===== config.mk =====
export PLATFORM = sky130hd
export DESIGN_NAME = xyz_uart_streamer
export DESIGN_NICKNAME = d
export VERILOG_FILES = /design/src/rtl/xyz_stream_pkg.sv /design/src/rtl/xyz_sample_fifo.sv /design/src/rtl/xyz_uart_streamer.sv
export SDC_FILE = /design/constraint.sdc
export NUM_CORES = 1
export LEC_CHECK = 0
export ABC_AREA = 1
export CORE_ASPECT_RATIO = 0.6
export CORE_UTILIZATION = 60
export DETAILED_ROUTE_END_ITERATION = 16
export GPL_TIMING_DRIVEN = 0
export PLACE_DENSITY_LB_ADDON = 0.25
export SKIP_CTS_REPAIR_TIMING = 1
export SLEW_MARGIN = 20
export SYNTH_ARGS = -nofsm -noshare
export SYNTH_HDL_FRONTEND = slang
export SYNTH_HIERARCHICAL = 1
export SYNTH_SLANG_ARGS = --single-unit

===== constraint.sdc =====
create_clock -name CLK_i -period 6.8 [get_ports CLK_i]
set_clock_uncertainty 0.05 [all_clocks]
set_input_delay 1.02 -clock CLK_i [delete_from_list [all_inputs] [get_ports CLK_i]]
set_output_delay 1.02 -clock CLK_i [all_outputs]
set_load 0.05 [all_outputs]

===== src/rtl/xyz_stream_pkg.sv =====
// Shared types and constants for the XYZ UART streamer.
//   SYNC_BYTE   : first byte of every frame
//   FRAME_BYTES : sync byte + three 32-bit big-endian coordinates
//   INT_W/FRAC_W: Q11.17 coordinate format, COORD_W = 28
//   tx_state_t  : serialiser FSM states
//   sample_t    : one captured (x, y, z) result
//   sext32      : sign-extend a coordinate to 32 bits for transmission
package xyz_stream_pkg;

  localparam logic [7:0]  SYNC_BYTE   = 8'hA5;
  localparam int unsigned FRAME_BYTES = 13;
  localparam int unsigned FRAME_W     = FRAME_BYTES * 8;
  localparam int unsigned INT_W       = 11;
  localparam int unsigned FRAC_W      = 17;
  localparam int unsigned COORD_W     = INT_W + FRAC_W;

  typedef enum logic [2:0] {
    IDLE,
    LOAD,
    START,
    DATA,
    STOP
  } tx_state_t;

  typedef struct packed {
    logic [COORD_W-1:0] x;
    logic [COORD_W-1:0] y;
    logic [COORD_W-1:0] z;
  } sample_t;

  function automatic logic [31:0] sext32(input logic [COORD_W-1:0] v);
    return 32'($signed(v));
  endfunction

endpackage


===== src/rtl/xyz_sample_fifo.sv =====
// First-word-fall-through FIFO of captured samples.
//   clk, rst_n : clock, asynchronous active-low reset
//   push, din  : write request and data (ignored when full unless popping)
//   pop        : remove head (ignored when empty)
//   full/empty : occupancy flags
//   head       : current head entry, valid whenever !empty
module xyz_sample_fifo
  import xyz_stream_pkg::*;
#(
  parameter int unsigned FIFO_DEPTH = 4
) (
  input  logic    clk,
  input  logic    rst_n,
  input  logic    push,
  input  sample_t din,
  input  logic    pop,
  output logic    full,
  output logic    empty,
  output sample_t head
);

  localparam int unsigned PTR_W = $clog2(FIFO_DEPTH);

  sample_t          mem_q [FIFO_DEPTH];
  logic [PTR_W:0]   wr_ptr_q, wr_ptr_d;
  logic [PTR_W:0]   rd_ptr_q, rd_ptr_d;
  logic             do_push, do_pop;

  // Pointers carry one extra wrap bit to tell full from empty.
  assign empty   = (wr_ptr_q == rd_ptr_q);
  assign full    = (wr_ptr_q[PTR_W] != rd_ptr_q[PTR_W]) &&
                   (wr_ptr_q[PTR_W-1:0] == rd_ptr_q[PTR_W-1:0]);
  assign do_pop  = pop & ~empty;
  assign do_push = push & (~full | do_pop);
  assign head    = mem_q[rd_ptr_q[PTR_W-1:0]];

  always_comb begin
    wr_ptr_d = wr_ptr_q + (PTR_W+1)'(do_push);
    rd_ptr_d = rd_ptr_q + (PTR_W+1)'(do_pop);
  end

  always_ff @(posedge clk or negedge rst_n) begin
    if (!rst_n) begin
      wr_ptr_q <= '0;
      rd_ptr_q <= '0;
    end else begin
      wr_ptr_q <= wr_ptr_d;
      rd_ptr_q <= rd_ptr_d;
    end
  end

  always_ff @(posedge clk) begin
    if (do_push) mem_q[wr_ptr_q[PTR_W-1:0]] <= din;
  end

endmodule


===== src/rtl/xyz_uart_streamer.sv =====
// Captures (X, Y, Z) on each rising FINISHED_i, queues it, and sends each
// sample as a 13-byte 8N1 frame: A5, then X, Y, Z sign-extended to 32 bits,
// big-endian.
//   CLK_i, RSTN_i : clock, asynchronous active-low reset
//   FINISHED_i    : integrator done level, captured on its rising edge
//   X_i/Y_i/Z_i   : Q11.17 coordinates
//   TX_o          : UART line, idle high
//   BUSY_o        : queue non-empty or frame in flight
//   OVERFLOW_o    : sticky, a sample was dropped on a full queue
module xyz_uart_streamer
  import xyz_stream_pkg::*;
#(
  parameter int unsigned CLK_FREQ_HZ = 100000000,
  parameter int unsigned BAUD        = 115200,
  parameter int unsigned DATA_W      = 28,
  parameter int unsigned FIFO_DEPTH  = 4
) (
  input  logic              CLK_i,
  input  logic              RSTN_i,
  input  logic              FINISHED_i,
  input  logic [DATA_W-1:0] X_i,
  input  logic [DATA_W-1:0] Y_i,
  input  logic [DATA_W-1:0] Z_i,
  output logic              TX_o,
  output logic              BUSY_o,
  output logic              OVERFLOW_o
);

  localparam int unsigned CLKS_PER_BIT = CLK_FREQ_HZ / BAUD;
  localparam int unsigned CNT_W = (CLKS_PER_BIT > 1) ? $clog2(CLKS_PER_BIT) : 1;
  localparam logic [CNT_W-1:0] CNT_LAST = CNT_W'(CLKS_PER_BIT - 1);
  localparam logic [3:0] LAST_BYTE = 4'(FRAME_BYTES - 1);

  if (CLKS_PER_BIT < 2) begin : g_bad_baud
    $error("CLK_FREQ_HZ/BAUD must be at least 2");
  end
  if (DATA_W != COORD_W) begin : g_bad_width
    $error("DATA_W must equal INT_W+FRAC_W");
  end
  if (FIFO_DEPTH < 2 || (FIFO_DEPTH & (FIFO_DEPTH - 1)) != 0) begin : g_bad_depth
    $error("FIFO_DEPTH must be a power of two >= 2");
  end

  tx_state_t          state_q, state_d;
  logic [CNT_W-1:0]   cnt_q, cnt_d;
  logic [2:0]         bit_idx_q, bit_idx_d;
  logic [3:0]         byte_idx_q, byte_idx_d;
  logic [FRAME_W-1:0] frame_q, frame_d;
  logic               tx_q, tx_d;
  logic               busy_q, busy_d;
  logic               ovf_q, ovf_d;
  logic               finished_q, finished_d;

  logic               push_req, push_ok, pop;
  logic               fifo_full, fifo_empty;
  logic               bit_done;
  logic [7:0]         cur_byte;
  sample_t            sample_in, head;

  assign finished_d = FINISHED_i;
  assign push_req   = FINISHED_i & ~finished_q;
  assign sample_in  = {X_i, Y_i, Z_i};
  assign bit_done   = (cnt_q == CNT_LAST);

  xyz_sample_fifo #(
    .FIFO_DEPTH(FIFO_DEPTH)
  ) u_fifo (
    .clk   (CLK_i),
    .rst_n (RSTN_i),
    .push  (push_req),
    .din   (sample_in),
    .pop   (pop),
    .full  (fifo_full),
    .empty (fifo_empty),
    .head  (head)
  );

  always_comb begin
    state_d    = state_q;
    cnt_d      = cnt_q;
    bit_idx_d  = bit_idx_q;
    byte_idx_d = byte_idx_q;
    frame_d    = frame_q;
    pop        = 1'b0;
    case (state_q)
      IDLE: if (!fifo_empty) state_d = LOAD;
      LOAD: begin
        pop        = 1'b1;
        frame_d    = {SYNC_BYTE, sext32(head.x), sext32(head.y), sext32(head.z)};
        byte_idx_d = '0;
        cnt_d      = '0;
        state_d    = START;
      end
      START: begin
        if (bit_done) begin
          cnt_d     = '0;
          bit_idx_d = '0;
          state_d   = DATA;
        end else cnt_d = cnt_q + CNT_W'(1);
      end
      DATA: begin
        if (bit_done) begin
          cnt_d = '0;
          if (bit_idx_q == 3'd7) state_d = STOP;
          else bit_idx_d = bit_idx_q + 3'd1;
        end else cnt_d = cnt_q + CNT_W'(1);
      end
      STOP: begin
        if (bit_done) begin
          cnt_d = '0;
          if (byte_idx_q != LAST_BYTE) begin
            byte_idx_d = byte_idx_q + 4'd1;
            frame_d    = frame_q << 8;
            state_d    = START;
          end else if (!fifo_empty) state_d = LOAD;
          else state_d = IDLE;
        end else cnt_d = cnt_q + CNT_W'(1);
      end
      default: state_d = IDLE;
    endcase

    // Line level is derived from the next state so TX_o is a plain flop.
    cur_byte = frame_d[FRAME_W-1 -: 8];
    case (state_d)
      START:   tx_d = 1'b0;
      DATA:    tx_d = cur_byte[bit_idx_d];
      default: tx_d = 1'b1;
    endcase

    // Busy is registered from next-cycle terms so it drops with the last
    // stop bit; an accepted push makes the queue non-empty next cycle.
    push_ok = push_req & (~fifo_full | pop);
    busy_d  = (state_d != IDLE) | ~fifo_empty | push_ok;
    ovf_d   = ovf_q | (push_req & fifo_full & ~pop);
  end

  always_ff @(posedge CLK_i or negedge RSTN_i) begin
    if (!RSTN_i) begin
      state_q    <= IDLE;
      cnt_q      <= '0;
      bit_idx_q  <= '0;
      byte_idx_q <= '0;
      frame_q    <= '0;
      tx_q       <= 1'b1;
      busy_q     <= 1'b0;
      ovf_q      <= 1'b0;
      finished_q <= 1'b1;
    end else begin
      state_q    <= state_d;
      cnt_q      <= cnt_d;
      bit_idx_q  <= bit_idx_d;
      byte_idx_q <= byte_idx_d;
      frame_q    <= frame_d;
      tx_q       <= tx_d;
      busy_q     <= busy_d;
      ovf_q      <= ovf_d;
      finished_q <= finished_d;
    end
  end

  assign TX_o       = tx_q;
  assign BUSY_o     = busy_q;
  assign OVERFLOW_o = ovf_q;

endmodule


# [Word-level counts from Yosys, hierarchy flattened]
# Memories as Yosys holds them, arrays and structs flattened.
# Cells that the tools add are included.
[totals] reg_bits=134 ram_bits=336 inputBits=87 out_inout_bits=3 elab_cells=81 memories=1
[mem_list] memory="u_fifo.mem_q" words=4 word_bits=84 read_ports=1 rd_ports_with_merged_regs=0 wr=1 line_no="xyz_sample_fifo.sv:24" text="sample_t mem_q [FIFO_DEPTH];"
[op_classes] add_sub_neg=5 order_cmp=1 n_eq_ne=14 muxes=26 bitwise_logic=15 reduce_logical=7
[op_table] cell="$mux 104" count=2
[op_table] cell="$pmux 104 s2" count=1
[op_table] cell="$mux 3" count=8
[op_table] cell="$pmux 10 s2" count=1
[op_table] cell="$pmux 3 s5" count=1
[op_table] cell="$eq 3x2->1 const B" count=4
[op_table] cell="$add 10x1->10 const B" count=1
[op_table] cell="$eq 10x10->1 const B" count=1
[op_table] cell="$mux 10" count=1
[op_table] cell="$mux 4" count=2
[op_table] cell="$pmux 4 s2" count=1
[op_table] cell="$add 3x1->3" count=2
[op_table] cell="$and 1x1->1" count=6
[op_table] cell="$eq 3x3->1 const B" count=2
[op_table] cell="$pmux 3 s2" count=1
[op_table] cell="$mux 1" count=5
[op_table] cell="$or 1x1->1" count=5
[op_table] cell="$add 4x1->4 const B" count=1
[op_table] cell="$lt 3x4->1 const B" count=1
[op_table] cell="$ne 2x2->1 const B" count=2
[op_table] cell="$ne 4x4->1 const B" count=1
[op_table] cell="$not 1->1" count=4
[op_table] cell="$reduce_bool 2->1" count=2
[op_table] cell="$add 3x1->3 const B" count=1
[op_table] cell="other kinds (12)" count=12

# [Longest topological paths before layout]
[logic_depth] word_depth=8 depth_mapped=14 depth_no_buf=14

# [Hierarchy]
# Netlist, hierarchy kept.
[modules_own_cells] module="xyz_sample_fifo" instances=1 cells_per_inst=853 area_per_inst_um2=12789.8 seq_area_each_um2=10239.8
[modules_own_cells] module="xyz_uart_streamer" instances=1 cells_per_inst=731 area_per_inst_um2=6064.6 seq_area_each_um2=3205.6

# [Worst setup path before layout]
# OpenSTA, ideal clock, no wires.
[synth_timing] path_type="register to register" from="register state_q[2]" to="memory u_fifo/mem_q[0][0] (netlist bit), enable pin" setup_time_ns=0.527 t_arrival_ns=4.844 required_ns=6.223 slack_ns=1.378 stages_incl_launch_ff=9 path_buffers=1 synth_period_minus_slack_ns=5.422 path_cell_list="dfrtp_1 > nor2_1 > nand2_1 > inv_2 > clkbuf_1 > inv_1 > nand4_1 > nand2_1 > nor2_1"
[synth_via] elab_chain_cells=7
[synth_rtl] element="start, declared" line_no="xyz_uart_streamer.sv:44" text="tx_state_t state_q, state_d;"
[synth_rtl] element="start signal, assigned" line_no="xyz_uart_streamer.sv:149" text="state_q <= state_d;"
[synth_rtl] element="$eq 3x1->1" line_no="xyz_uart_streamer.sv:85" text="case (state_q)"
[synth_rtl] element="$mux 1" line_no="xyz_uart_streamer.sv:85"
[synth_rtl] element="named net pop" line_no="xyz_uart_streamer.sv:54" text="logic push_req, push_ok, pop;"
[synth_rtl] element="$and 1x1->1" line_no="xyz_sample_fifo.sv:33" text="assign do_pop = pop & ~empty;"
[synth_rtl] element="$or 1x1->1" line_no="xyz_sample_fifo.sv:34" text="assign do_push = push & (~full | do_pop);"
[synth_rtl] element="$and 1x1->1" line_no="xyz_sample_fifo.sv:34"
[synth_rtl] element="$mux 1" line_no="xyz_sample_fifo.sv:53" text="if (do_push) mem_q[wr_ptr_q[PTR_W-1:0]] <= din;"
[synth_rtl] element="$mux 1 (not written as such)" line_no="xyz_sample_fifo.sv:53"
[synth_rtl] element="end, declared" line_no="xyz_sample_fifo.sv:24"
# The timed path passes the listed nets, and every way through them passes these cells.

# [Worst setup path in the final report]
[layout_timing] from="register state_q[2]" to="memory u_fifo/mem_q[3][64] (netlist bit), enable pin"
# Same word-level chain as after synthesis.

==> results_dict.tcl <==
set metrics [dict create \
    drt_pass1_iterations 6 \
    gp_congestion 0.906 \
    max_freq_mhz 273 \
    cts-buffers-inserted 41 \
    gr-total-overflow 0 \
    final_core_util_pct 72.5 \
    crit_required_ps 7020 \
    diodes 0 \
    vdd_drop_max_uv 242 \
    power_switching_w 0.00330 \
    drt_iter0_markers 1664 \
    rsz0062_at_grt "false" \
    crit_path_start_kind "flip-flop" \
    fp.dieH_um 139 \
    clk_latency_ps 560 \
    synth.avg_cell_area_um2 11.9 \
    synth_common_cells "edfxtp_1, nand2_1, nor2_1, o21ai_0, nand3_1" \
    pwr-share-seq_pct 42.5 \
    path_max_fanout 21 \
    status "complete, no violations" \
    portBuffers 89 \
    p_per_area_nw_per_um2 418 \
    synthCells 1584 \
    power.share.switching_pct 35.8 \
    arrival_ps 3870 \
    wl_per_cell_um 21.2 \
    intPower_w 0.00592 \
    syn2layout_area_growth_pct 17.0 \
    critPathKind "reg2reg" \
    worst_slew_pin_slew_ps 762 \
    drcViolationCount 0 \
    path_clk_slew_ps 70 \
    detail-route-antenna-nets 0 \
    synth_top_area_share_pct 53.5 \
    yosys_warnings 6 \
    synth_area_um2 18900 \
    grt_max_degree 71 \
    synth-edff-count 336 \
    slew_viol_final 0 \
    async_reset_ff_share_pct 28.5 \
    yosysMostFrequentCell "edfxtp_1" \
    cp-end-kind "flip-flop" \
    nFillCells 1973 \
    synth_top_cell_by_area "edfxtp_1" \
    nNetsFinal 1828 \
    p_clk_share_pct 25.5 \
    grt_usage_pct 29.4 \
    cts_max_level 2 \
    ys.flop_type "edfxtp_1" \
    grt_antenna_before_repair 1 \
    syn_nets 1679 \
    dp_hpwl_um 31200 \
    num_vias 13100 \
    vias_per_cell 6.02 \
    drt_wl_total_um 46100 \
    coreArea_um2 30400 \
    cts_tree "done" \
    initial_utilization_pct 62.0 \
    synth.distinct_cells 43 \
    grt_pass1_vias 12600 \
    drive_gt1_share_pct 9.63 \
    clock_path_buffers 3 \
    ys_seq_area_share_pct 71.3 \
    hold_viol 0 \
    dieArea_um2 32200 \
    num_rows 49 \
    p_comb_share_pct 32.0 \
    finalCriticalPeriod_ps 3660 \
    maxSlewHeadroom_pct 49.2 \
    p_leak_nw 8.18 \
    cts_sinks 470 \
    min_path_type "in2async" \
    root_buffer "clkbuf_16" \
    die_w_um 231 \
    num_io_pins 90 \
    setup_viol_count_final 0 \
    grt_pass1_wl_um 72000 \
    finalCritPeriodShare_pct 53.8 \
    synth-seq-cells 470 \
    timing.max_cap.violations 0 \
    synth_area_leaders "edfxtp_1, dfrtp_1, nand2_1" \
    fin_tns_setup_ps 0 \
]
[routing by layer]
metal | vias to the layer above | GRT usage [%] | wire, um
li1 | 5934 | - | -
met2 | 717 | 41.7 | 20200
met4 | 2 | 6.62 | 756
met5 | - | 0 | 13
met1 | 6371 | 46.3 | 19800
met3 | 73 | 6.97 | 5390
[power groups by stage]
stage          clock network (W)  registers [W]  logic [W]
2_1_floorplan                  0        0.00393    0.00178
3_3_place_gp                   0        0.00401    0.00267
3_5_place_dp                   0        0.00396    0.00287
4_1_cts                  0.00238        0.00391    0.00290
5_1_grt                  0.00249        0.00396    0.00321
6_report                 0.00235        0.00392    0.00295
[metrics by stage]
stage	power (W)	hold slack, ps	cells	area [um2]	setup slack [ps]
2_1_floorplan	0.00571	387	1584	18900	1380
3_3_place_gp	0.00668	404	2081	20300	-1870
3_5_place_dp	0.00683	408	2098	20700	3080
4_1_cts	0.00918	360	2174	22100	3220
5_1_grt	0.00966	382	2174	22100	2940
6_report	0.00922	353	2174	22100	3140
[placed cells by master, fill, tap and decap left out, types with 37 or more instances in the layout]
cell type          n
edfxtp_1         336
o21ai_1           37
nand2_1          250
clkbuf_1          63
inv_1             57
o21ai_0          152
nand3_1          144
nor2_1           188
clkbuf_16         44
clkdlybuf4s50_1   88
o22ai_1           87
dfrtp_1          132
[path summary, 6_finish.rpt]
check	to	depth (start not counted)	start	slack (ps)
max in group asynchronous	frame_q[65]	2	RSTN_i	5600
worst min-delay path	cnt_q[8]	1	RSTN_i	350
worst max register to register	u_fifo/mem_q[3][64]	11	state_q[2]	3140
min in group CLK_i	frame_q[102]	2	frame_q[102]	430
worst max-delay path	u_fifo/mem_q[3][64]	11	state_q[2]	3140
worst min register to register	frame_q[102]	2	frame_q[102]	430
[worst max-delay path, cell delays in order (launching register included)]
cell and delay (ps):
dfrtp_1 430, nor2_1 140, nand2_1 200, inv_2 210
clkbuf_1 560, inv_1 80, nand4_1 110, nand2_1 250
nor2_4 660, buf_12 280, buf_16 180, buf_16 170
[flip-flops by register name, indices dropped and copies added, names as in the netlist]
signal,count
OVERFLOW_o,1
BUSY_o,1
frame_q,104
u_fifo/rd_ptr_q,3
finished_q,1
cnt_q,10
state_q,3
byte_idx_q,4
u_fifo/mem_q,336
TX_o,1
u_fifo/wr_ptr_q,3
bit_idx_q,3
[layout make-up]
type	count	area [um2]	area share, %
Buffer	90	533	2.42
Clock buffer	61	1210	5.51
Clock inverter	15	140	0.635
Multi-Input combinational cell	955	4640	21.0
Sequential cell	470	13400	60.9
Tap cell	408	510	2.31
Inverter	69	268	1.21
Timing Repair Buffer	106	1310	5.94
[cells by family after synthesis]
| logic type | after synthesis | synth area share, % |
|---|---|---|
| buf+inv | 159 | 4.25 |
| flops | 470 | 71.3 |
| compound gates | 314 | 9.26 |
| fa+ha+maj | 8 | 0.531 |
| simple gates | 626 | 14.3 |
| xor+xnor | 7 | 0.325 |
(Power assumes the default switching activity.)
